## config.mk

```make
export PLATFORM = sky130hd
export DESIGN_NAME = intc_sched
export DESIGN_NICKNAME = d
export VERILOG_FILES = /design/src/rtl/intc_sched.sv
export SDC_FILE = /design/constraint.sdc
export NUM_CORES = 1
export LEC_CHECK = 0
export BUFFER_PORTS_ARGS = -buffer_cell sky130_fd_sc_hd__buf_4
export CAP_MARGIN = 10
export CELL_PAD_IN_SITES_DETAIL_PLACEMENT = 1
export CELL_PAD_IN_SITES_GLOBAL_PLACEMENT = 1
export CORE_MARGIN = 1
export CORE_UTILIZATION = 40
export CTS_CLUSTER_DIAMETER = 50
export DETAILED_ROUTE_END_ITERATION = 7
export PLACE_DENSITY = 0.69
export SETUP_SLACK_MARGIN = 0.15
export SLEW_MARGIN = 10
export SYNTH_ARGS = -nofsm -noshare
export SYNTH_HDL_FRONTEND = slang
export SYNTH_SLANG_ARGS = --single-unit
```

## constraint.sdc

```tcl
create_clock -name clk -period 6.3 [get_ports clk]
set_input_delay 0.945 -clock clk [delete_from_list [all_inputs] [get_ports clk]]
set_output_delay 0.945 -clock clk [all_outputs]
set_load 0.05 [all_outputs]
```

## src/rtl/intc_sched.sv

```systemverilog
// Interrupt sequencer: captures accelerator done edges, arbitrates, runs IRQ/IACK/EOI.
// Define INTC_RR_EN for round-robin arbitration; fixed priority (source 0 first) otherwise.
module intc_sched #(
   parameter logic [31:0] BASE_ADDR = 32'h0000_7000,
   parameter logic [31:0] VEC0_RST  = 32'h0003_0000,
   parameter logic [31:0] VEC1_RST  = 32'h0004_0000,
   parameter logic [31:0] VEC2_RST  = 32'h0005_0000,
   parameter logic [31:0] VEC3_RST  = 32'h0006_0000
) (
   input  logic        clk,
   input  logic        rst_n,
   input  logic [3:0]  done,
   input  logic        IACK,
   input  logic [31:0] input_addr,
   input  logic        write_enable,
   input  logic [31:0] write_data,
   output logic [31:0] read_data,
   output logic        IRQ,
   output logic [31:0] isr_addr,
   output logic        in_service
);

   typedef enum logic [1:0] {
      ST_IDLE = 2'd0,
      ST_REQ  = 2'd1,
      ST_SVC  = 2'd2
   } state_t;

   state_t      state_q, state_d;
   logic [31:0] vec_q [4];
   logic [31:0] vec_d [4];
   logic [3:0]  mask_q, mask_d;
   logic [3:0]  pend_q, pend_d;
   logic [3:0]  done_prev_q, done_prev_d;
   logic [1:0]  grant_q, grant_d;
   logic        irq_q, irq_d;
   logic        in_service_q, in_service_d;
   logic [31:0] isr_addr_q, isr_addr_d;

   logic        in_window;
   logic [2:0]  reg_idx;
   logic        wr_mask, wr_pend, wr_eoi;
   logic [3:0]  wr_vec;
   logic [3:0]  rise;
   logic [3:0]  w1c_bits;
   logic [3:0]  clr_iack;
   logic [3:0]  cand;
   logic        cand_any;
   logic [1:0]  cand_id;

   // Word-aligned accesses inside the 32-byte window only.
   assign in_window = (input_addr[31:5] == BASE_ADDR[31:5]) && (input_addr[1:0] == 2'b00);
   assign reg_idx   = input_addr[4:2];

   always_comb begin
      wr_vec  = '0;
      wr_mask = 1'b0;
      wr_pend = 1'b0;
      wr_eoi  = 1'b0;
      if (write_enable && in_window) begin
         case (reg_idx)
            3'd0, 3'd1, 3'd2, 3'd3: wr_vec[reg_idx[1:0]] = 1'b1;
            3'd4:    wr_mask = 1'b1;
            3'd5:    wr_pend = 1'b1;
            3'd6:    wr_eoi  = 1'b1;
            default: ;
         endcase
      end
   end

   always_comb begin
      read_data = '0;
      if (in_window) begin
         case (reg_idx)
            3'd0, 3'd1, 3'd2, 3'd3: read_data = vec_q[reg_idx[1:0]];
            3'd4:    read_data = {28'd0, mask_q};
            3'd5:    read_data = {28'd0, pend_q};
            3'd7:    read_data = {28'd0, irq_q, grant_q, in_service_q};
            default: read_data = '0;
         endcase
      end
   end

   assign rise     = done & ~done_prev_q;
   assign w1c_bits = wr_pend ? write_data[3:0] : 4'd0;
   assign cand     = pend_q & mask_q;
   assign cand_any = |cand;

`ifdef INTC_RR_EN
   logic [1:0] last_q, last_d;
   logic [1:0] rr_idx;

   // Walk the search order backwards so the earliest hit after last_q wins.
   always_comb begin
      cand_id = 2'd0;
      rr_idx  = 2'd0;
      for (int k = 3; k >= 0; k--) begin
         rr_idx = last_q + 2'd1 + 2'(k);
         if (cand[rr_idx]) cand_id = rr_idx;
      end
   end

   always_comb begin
      last_d = last_q;
      if (state_q == ST_IDLE && cand_any) last_d = cand_id;
   end

   always_ff @(posedge clk or negedge rst_n) begin
      if (!rst_n) last_q <= 2'd3;
      else        last_q <= last_d;
   end
`else
   always_comb begin
      cand_id = 2'd0;
      for (int i = 3; i >= 0; i--) begin
         if (cand[i]) cand_id = 2'(i);
      end
   end
`endif

   always_comb begin
      state_d      = state_q;
      grant_d      = grant_q;
      irq_d        = irq_q;
      in_service_d = in_service_q;
      isr_addr_d   = isr_addr_q;
      clr_iack     = '0;
      case (state_q)
         ST_IDLE: begin
            if (cand_any) begin
               grant_d    = cand_id;
               isr_addr_d = vec_q[cand_id];
               irq_d      = 1'b1;
               state_d    = ST_REQ;
            end
         end
         ST_REQ: begin
            // Software withdrew the granted source before the CPU acknowledged.
            if (!(pend_q[grant_q] && mask_q[grant_q])) begin
               irq_d   = 1'b0;
               state_d = ST_IDLE;
            end else if (IACK) begin
               irq_d             = 1'b0;
               in_service_d      = 1'b1;
               clr_iack[grant_q] = 1'b1;
               state_d           = ST_SVC;
            end
         end
         ST_SVC: begin
            if (wr_eoi) begin
               in_service_d = 1'b0;
               state_d      = ST_IDLE;
            end
         end
         default: state_d = ST_IDLE;
      endcase
   end

   // A new edge wins over both the IACK clear and a W1C of the same bit.
   always_comb begin
      pend_d      = (pend_q & ~w1c_bits & ~clr_iack) | rise;
      mask_d      = wr_mask ? write_data[3:0] : mask_q;
      done_prev_d = done;
      for (int i = 0; i < 4; i++) begin
         vec_d[i] = wr_vec[i] ? write_data : vec_q[i];
      end
   end

   always_ff @(posedge clk or negedge rst_n) begin
      if (!rst_n) begin
         state_q      <= ST_IDLE;
         vec_q[0]     <= VEC0_RST;
         vec_q[1]     <= VEC1_RST;
         vec_q[2]     <= VEC2_RST;
         vec_q[3]     <= VEC3_RST;
         mask_q       <= 4'hF;
         pend_q       <= 4'h0;
         done_prev_q  <= 4'h0;
         grant_q      <= 2'd0;
         irq_q        <= 1'b0;
         in_service_q <= 1'b0;
         isr_addr_q   <= 32'd0;
      end else begin
         state_q      <= state_d;
         vec_q[0]     <= vec_d[0];
         vec_q[1]     <= vec_d[1];
         vec_q[2]     <= vec_d[2];
         vec_q[3]     <= vec_d[3];
         mask_q       <= mask_d;
         pend_q       <= pend_d;
         done_prev_q  <= done_prev_d;
         grant_q      <= grant_d;
         irq_q        <= irq_d;
         in_service_q <= in_service_d;
         isr_addr_q   <= isr_addr_d;
      end
   end

   assign IRQ        = irq_q;
   assign isr_addr   = isr_addr_q;
   assign in_service = in_service_q;

endmodule

```

# --- After elaboration in Yosys (flattened, before gate mapping) ---
# Cells that the tools add are included.
totals:
  reg_bits: 178
  wordCells: 104
  inputBits: 72
op_classes:
  reduce_logical: 16
  n_eq_ne: 15
  order_cmp: 6
  muxes: 45
  bitwise: 10
ops:
  columns: ["op", "count"]
  rows:
  - ["two-way mux 32 bit", 5]
  - ["binary-select mux 32 bit (select 2 bit)", 2]
  - ["case mux 32 bit (4 select lines)", 1]
  - ["== test 27 x 10 -> 1 bit (second input constant)", 1]
  - ["two-way mux 4 bit", 6]
  - ["AND 4 bit", 4]
  - ["two-way mux 1 bit", 16]
  - ["two-way mux 2 bit", 8]
  - ["== test 3 bit (second input constant)", 4]
  - ["inverter 4 bit", 3]
  - ["!= test 2 bit (second input constant)", 4]
  - ["OR reduction 4 bit", 2]
  - ["== test 3 x 2 -> 1 bit (second input constant)", 2]
  - [">= comparator 3 bit (second input constant)", 2]
  - ["less-than comparator 2 x 3 -> 1 bit (second input constant)", 2]
  - ["inverter 2 -> 3 bit", 2]
  - ["case mux 2 bit (3 select lines)", 1]
  - ["AND reduction 3 bit", 2]
  - ["logical AND 1 bit", 5]
  - ["binary-select mux 1 bit (select 2 bit)", 2]
  - ["demux 1 bit (select 2 bit)", 2]
  - [">= comparator 2 x 1 -> 1 bit (second input constant)", 2]
  - ["logical NOT 2 bit", 2]
  - ["bitwise OR 4 bit", 1]
  - ["other kinds (9)", 11]

# --- Longest topological paths before layout ---
logic_depth:
  word_depth: 10
  depth_mapped: 8

# --- Worst setup path before layout ---
# No wires, ideal clock.
synth_path:
  path_type: "input to output"
  startpoint: "input port input_addr[2]"
  endpoint: "output port read_data[1]"
  n_path_buf: 2
  arrival_ps: 3086
  path_stages: 5
  required_time_ps: 5355
  setup_slack_ps: 2269
  cell_sequence: "buf_2 -> buf_1 -> mux2i_1 -> o22a_1 -> a211oi_1"
synth_between:
  elab_chain_len: 6
  elab_cells_between_ends: 14
  classes_between: "6 x eq/ne; 5 x mux; 1 x bitwise; 2 x reduce/logical"
synth_lines:
  columns: ["item", "line", "source"]
  rows:
  - ["start, declared", "14", "input logic [31:0] input_addr,"]
  - ["inverter 2 -> 3 bit (implied by the code)", "75", "3'd0, 3'd1, 3'd2, 3'd3: read_data = vec_q[reg_idx[1:0]];"]
  - ["binary-select mux 32 bit (select 2 bit)", "75", null]
  - ["two-way mux 32 bit (implied by the code) (2 in a row)", "75", null]
  - ["case mux 32 bit (4 select lines) (*)", "74", "case (reg_idx)"]
  - ["two-way mux 32 bit (*)", "73", "if (in_window) begin"]
  - ["end, declared", "17", "output logic [31:0] read_data,"]
# Mark *: on every way between the ends. The rest lies on a longest branch, timed or not. The select of a mux whose other input is x is not followed.

# --- Worst setup path after layout ---
layout_path:
  startpoint: "input port input_addr[2]"
  endpoint: "output port read_data[2]"
# The elaborated chain is that of the path after synthesis.

==> metrics.md <==
| Metric | Value |
|---|---|
| Syn Std Cell Area | 0.008791 mm² |
| Reg2reg end | isr_addr[20]$_DFFE_PN0P_ |
| Via/cell ratio | roughly 6 |
| Area delta synth->final | 20.50% |
| Max Fclk | 266.8 MHz |
| DR iter-0 viols | 351 |
| Slew of the pin with the lowest slew margin | about 1.0 ns |
| # resized after CTS | 0 |
| Cell Rows | 53 |
| Post-synthesis simple-gate area fraction | between 9 and 10% |
| Cells after Synth | 688 |
| Crit path capture | read_data[2] |
| First-pass GRT wire length | 42640 µm |
| GRT Total Usage | 25.38% |
| Via Count | 6530 |
| Port Buffers | approximately 140 |
| Synth Area in Adders | 0% |
| Distinct cell type count after synthesis | 39 |
| Most frequent cells in the layout | dfrtp_1 (167), buf_4 (148), mux2_2 (120) |
| Max Cap Viol | 0 |
| Xor and xnor area share after synthesis | 0% |
| Synth Register Bits | 178 |
| Clock tree buffer depth | 2 |
| Final Hold Viols | 0 |
| WS Path Type | in2out |
| GP Congestion | 0.8384 |
| Final antenna-violating net count | 0 |
| Static leakage | 4.752 nW |
| Number of buffers created by CTS | 17 |
| Status | complete, no violations |
| YS warnings | 0 |
| Clock Tree Root | clkbuf_16 |
| Starting Density | about two fifths |
| Net Count, Synth | 760 |
| Clock sink total | 178 |
| Die Area | 0.02257 mm² |
| Sequential area share after synthesis | between 50% and 60% |
| Final Cycle Share | between 50 and 60% |
| CP endpoint kind | primary output |
| Residual DRC | 0 |
| Initial antenna violation count | 0 |
| Later-pin clock latency in the skew report | 0.44 ns |
| Crit-path most repeated cell | buf_4 |
| Synth Area per Inst | about 13 µm² |
| Slowest library cell on the worst path | buf_4 |
| CP max FO | 43 |
| Hold path cells | 1 |
| Post-Route WL | 27100 µm |
| Slowest cell delay on critical path | 0.67 ns |
| Largest family of logic cells by synthesized area | multiplexers |
| Die Y | 150.2 µm |
| Global route overflow | 0 |
| Worst EP required | ~5.4 ns |
| Mux contribution to synthesized area | 26.05% |
| Max Slew Vio Count | 0 |
| Die X | 150.2 µm |
| Post-synthesis async set-or-reset flop share | 100.0% |
| Post-synthesis compound-gate area fraction | a little under 10% |
| Post-CTS Setup Repair Bufs | 0 |
| Number of synthesized flops with an enable pin | 0 |
| Placed Instances | roughly 1100 |
| Crit. Startpoint | input_addr[2] |
| Reg2reg setup slack | ~3.3 ns |
| Antenna diodes | 0 |
| Most used DFF post-synth | dfrtp_1 |
| Most common cell after layout, fill and taps aside | dfrtp_1 |
| Clock transition at path regs | ~0.070 ns |
| WP data arrival | 2.80 ns |
| CTS H-tree depth | 4 |
| Setup TNS | 0 ns |
| TritonCTS clock tree | built |
| Post-detail-place hpwl | around 16000 µm |
| Startpoint types | input pin |
| Core area | 0.02129 mm² |
| Fin crit period | 3.748 ns |
| Drt wl/cell | 24.89 µm |
| Post-route clock skew | 0.01165 ns |
| Worst Hold Class | reg2reg |
| Critical path cell sequence | buf_4, mux4_2, o21ai_0, nor2_1, buf_4 |
| Layout cells sized above 1 | 43.73% |
| Vias in the first global route | 7431 |
| Post-Layout Cell Count | 1089 |
| Nets@finish | approximately 870 |
| Pre-Repair DR Iteration Count | 4 |
| Final setup viols | 0 |
| Power density cells | 217.7 mW/mm² |
| RSZ-0062 raised after global routing | no |
| Cells on worst reg2reg path | 6 |
| Crit Reg-Reg Startpoint | pend_q[0]$_DFF_PN0_ |
| Slew HR | 30.44% |
| Largest net degree at the start of global routing | 71 |
| Hold Buf Count CTS | 0 |
| Maximum vdd ir drop | 0.1427 mV |
| Ports | 138 |
## where the power goes
group          leakage (nW)  switching, mW  internal [mW]  total (mW)
logic                  2.07         0.0653         0.0424       0.108
registers              2.42       0.000752           1.14        1.14
clock network         0.268          0.496          0.558        1.05
total                  4.75          0.562           1.74        2.31
## metal layers
layer  up-vias  share of wire (%)  wire, µm  track usage (%)
li1       2817                  -         -                -
met1      3488                 41     11170            31.75
met2       191                 52     14150            44.35
met3        34                5.0      1355            4.242
met4         0                1.5       420            8.636
met5         -                  0         0                0
## synthesized netlist by cell type (5+ instances only)
library cell | number | area (µm²)
clkbuf_1 | 31 | 116.4
o21ai_0 | 42 | 210.2
buf_2 | 8 | 40.04
mux2i_1 | 6 | 60.06
inv_1 | 7 | 26.28
buf_4 | 9 | 67.56
dfstp_2 | 11 | 289.0
nor2_1 | 12 | 45.04
nand2b_1 | 8 | 50.05
nand2_1 | 44 | 165.2
o31ai_1 | 32 | 240.2
mux2_1 | 14 | 157.7
o221ai_1 | 34 | 297.8
or3_1 | 33 | 206.5
a21oi_1 | 5 | 25.02
nor2b_1 | 28 | 175.2
mux4_2 | 32 | 720.7
dfrtp_1 | 167 | 4179
mux2_2 | 120 | 1351
## flip-flops by register name, indices dropped and copies added (netlist names)
name and flops:
done_prev_q 4, grant_q 2, IRQ 1, pend_q 4, mask_q 4, isr_addr 32
vec_q 128, in_service 1, state_q 2
## kinds of logic (layout without fill, tap and decap cells)
family	Yosys count	count (layout)
AO/OA/AOI/OAI	125	125
buffers and inverters	62	188
flip-flops	178	178
multiplexers	172	172
AND/OR/NAND/NOR	151	151
## worst min-delay path by stage
stage | slack [ns] | start | endpoint
after global placement | 0.42 | done_prev_q[2]$_DFF_PN0_ | pend_q[2]$_DFF_PN0_
after global routing | 0.46 | done_prev_q[0]$_DFF_PN0_ | pend_q[0]$_DFF_PN0_
final | 0.43 | done_prev_q[0]$_DFF_PN0_ | pend_q[0]$_DFF_PN0_
after floorplan | 0.41 | done_prev_q[0]$_DFF_PN0_ | pend_q[0]$_DFF_PN0_
after CTS | 0.43 | done_prev_q[0]$_DFF_PN0_ | pend_q[0]$_DFF_PN0_
after detailed placement | 0.43 | done_prev_q[2]$_DFF_PN0_ | pend_q[2]$_DFF_PN0_
## critical path, delay by kind of cell
family          cells  cell delay (ns)
buf+inv             2             0.90
simple gates        1             0.08
mux                 1             0.59
compound gates      1             0.24
## cell type report
cell class                      count  area, µm²
Tap cell                          275      344.1
Clock buffer                       18      429.2
Clock inverter                     14      143.9
Multi-Input combinational cell    448       4059
Sequential cell                   178       4468
Timing Repair Buffer              149       1122
Inverter                            7      26.28
Fill cell                        2205      10690
## through the flow
stage	hold WS [ns]	utilization, %	setup WS [ns]	power (mW)	instance area [µm²]
after floorplan	0.4096	-	2.269	1.197	8791
after global placement	0.4240	47.07	2.554	1.271	10020
after detailed placement	0.4294	47.07	2.525	1.276	10020
after CTS	0.4341	49.76	2.522	2.325	10590
after global routing	0.4629	49.76	2.372	2.376	10590
final	0.4307	49.76	2.552	2.306	10590
No activity file was read; power rests on OpenSTA's default activity.
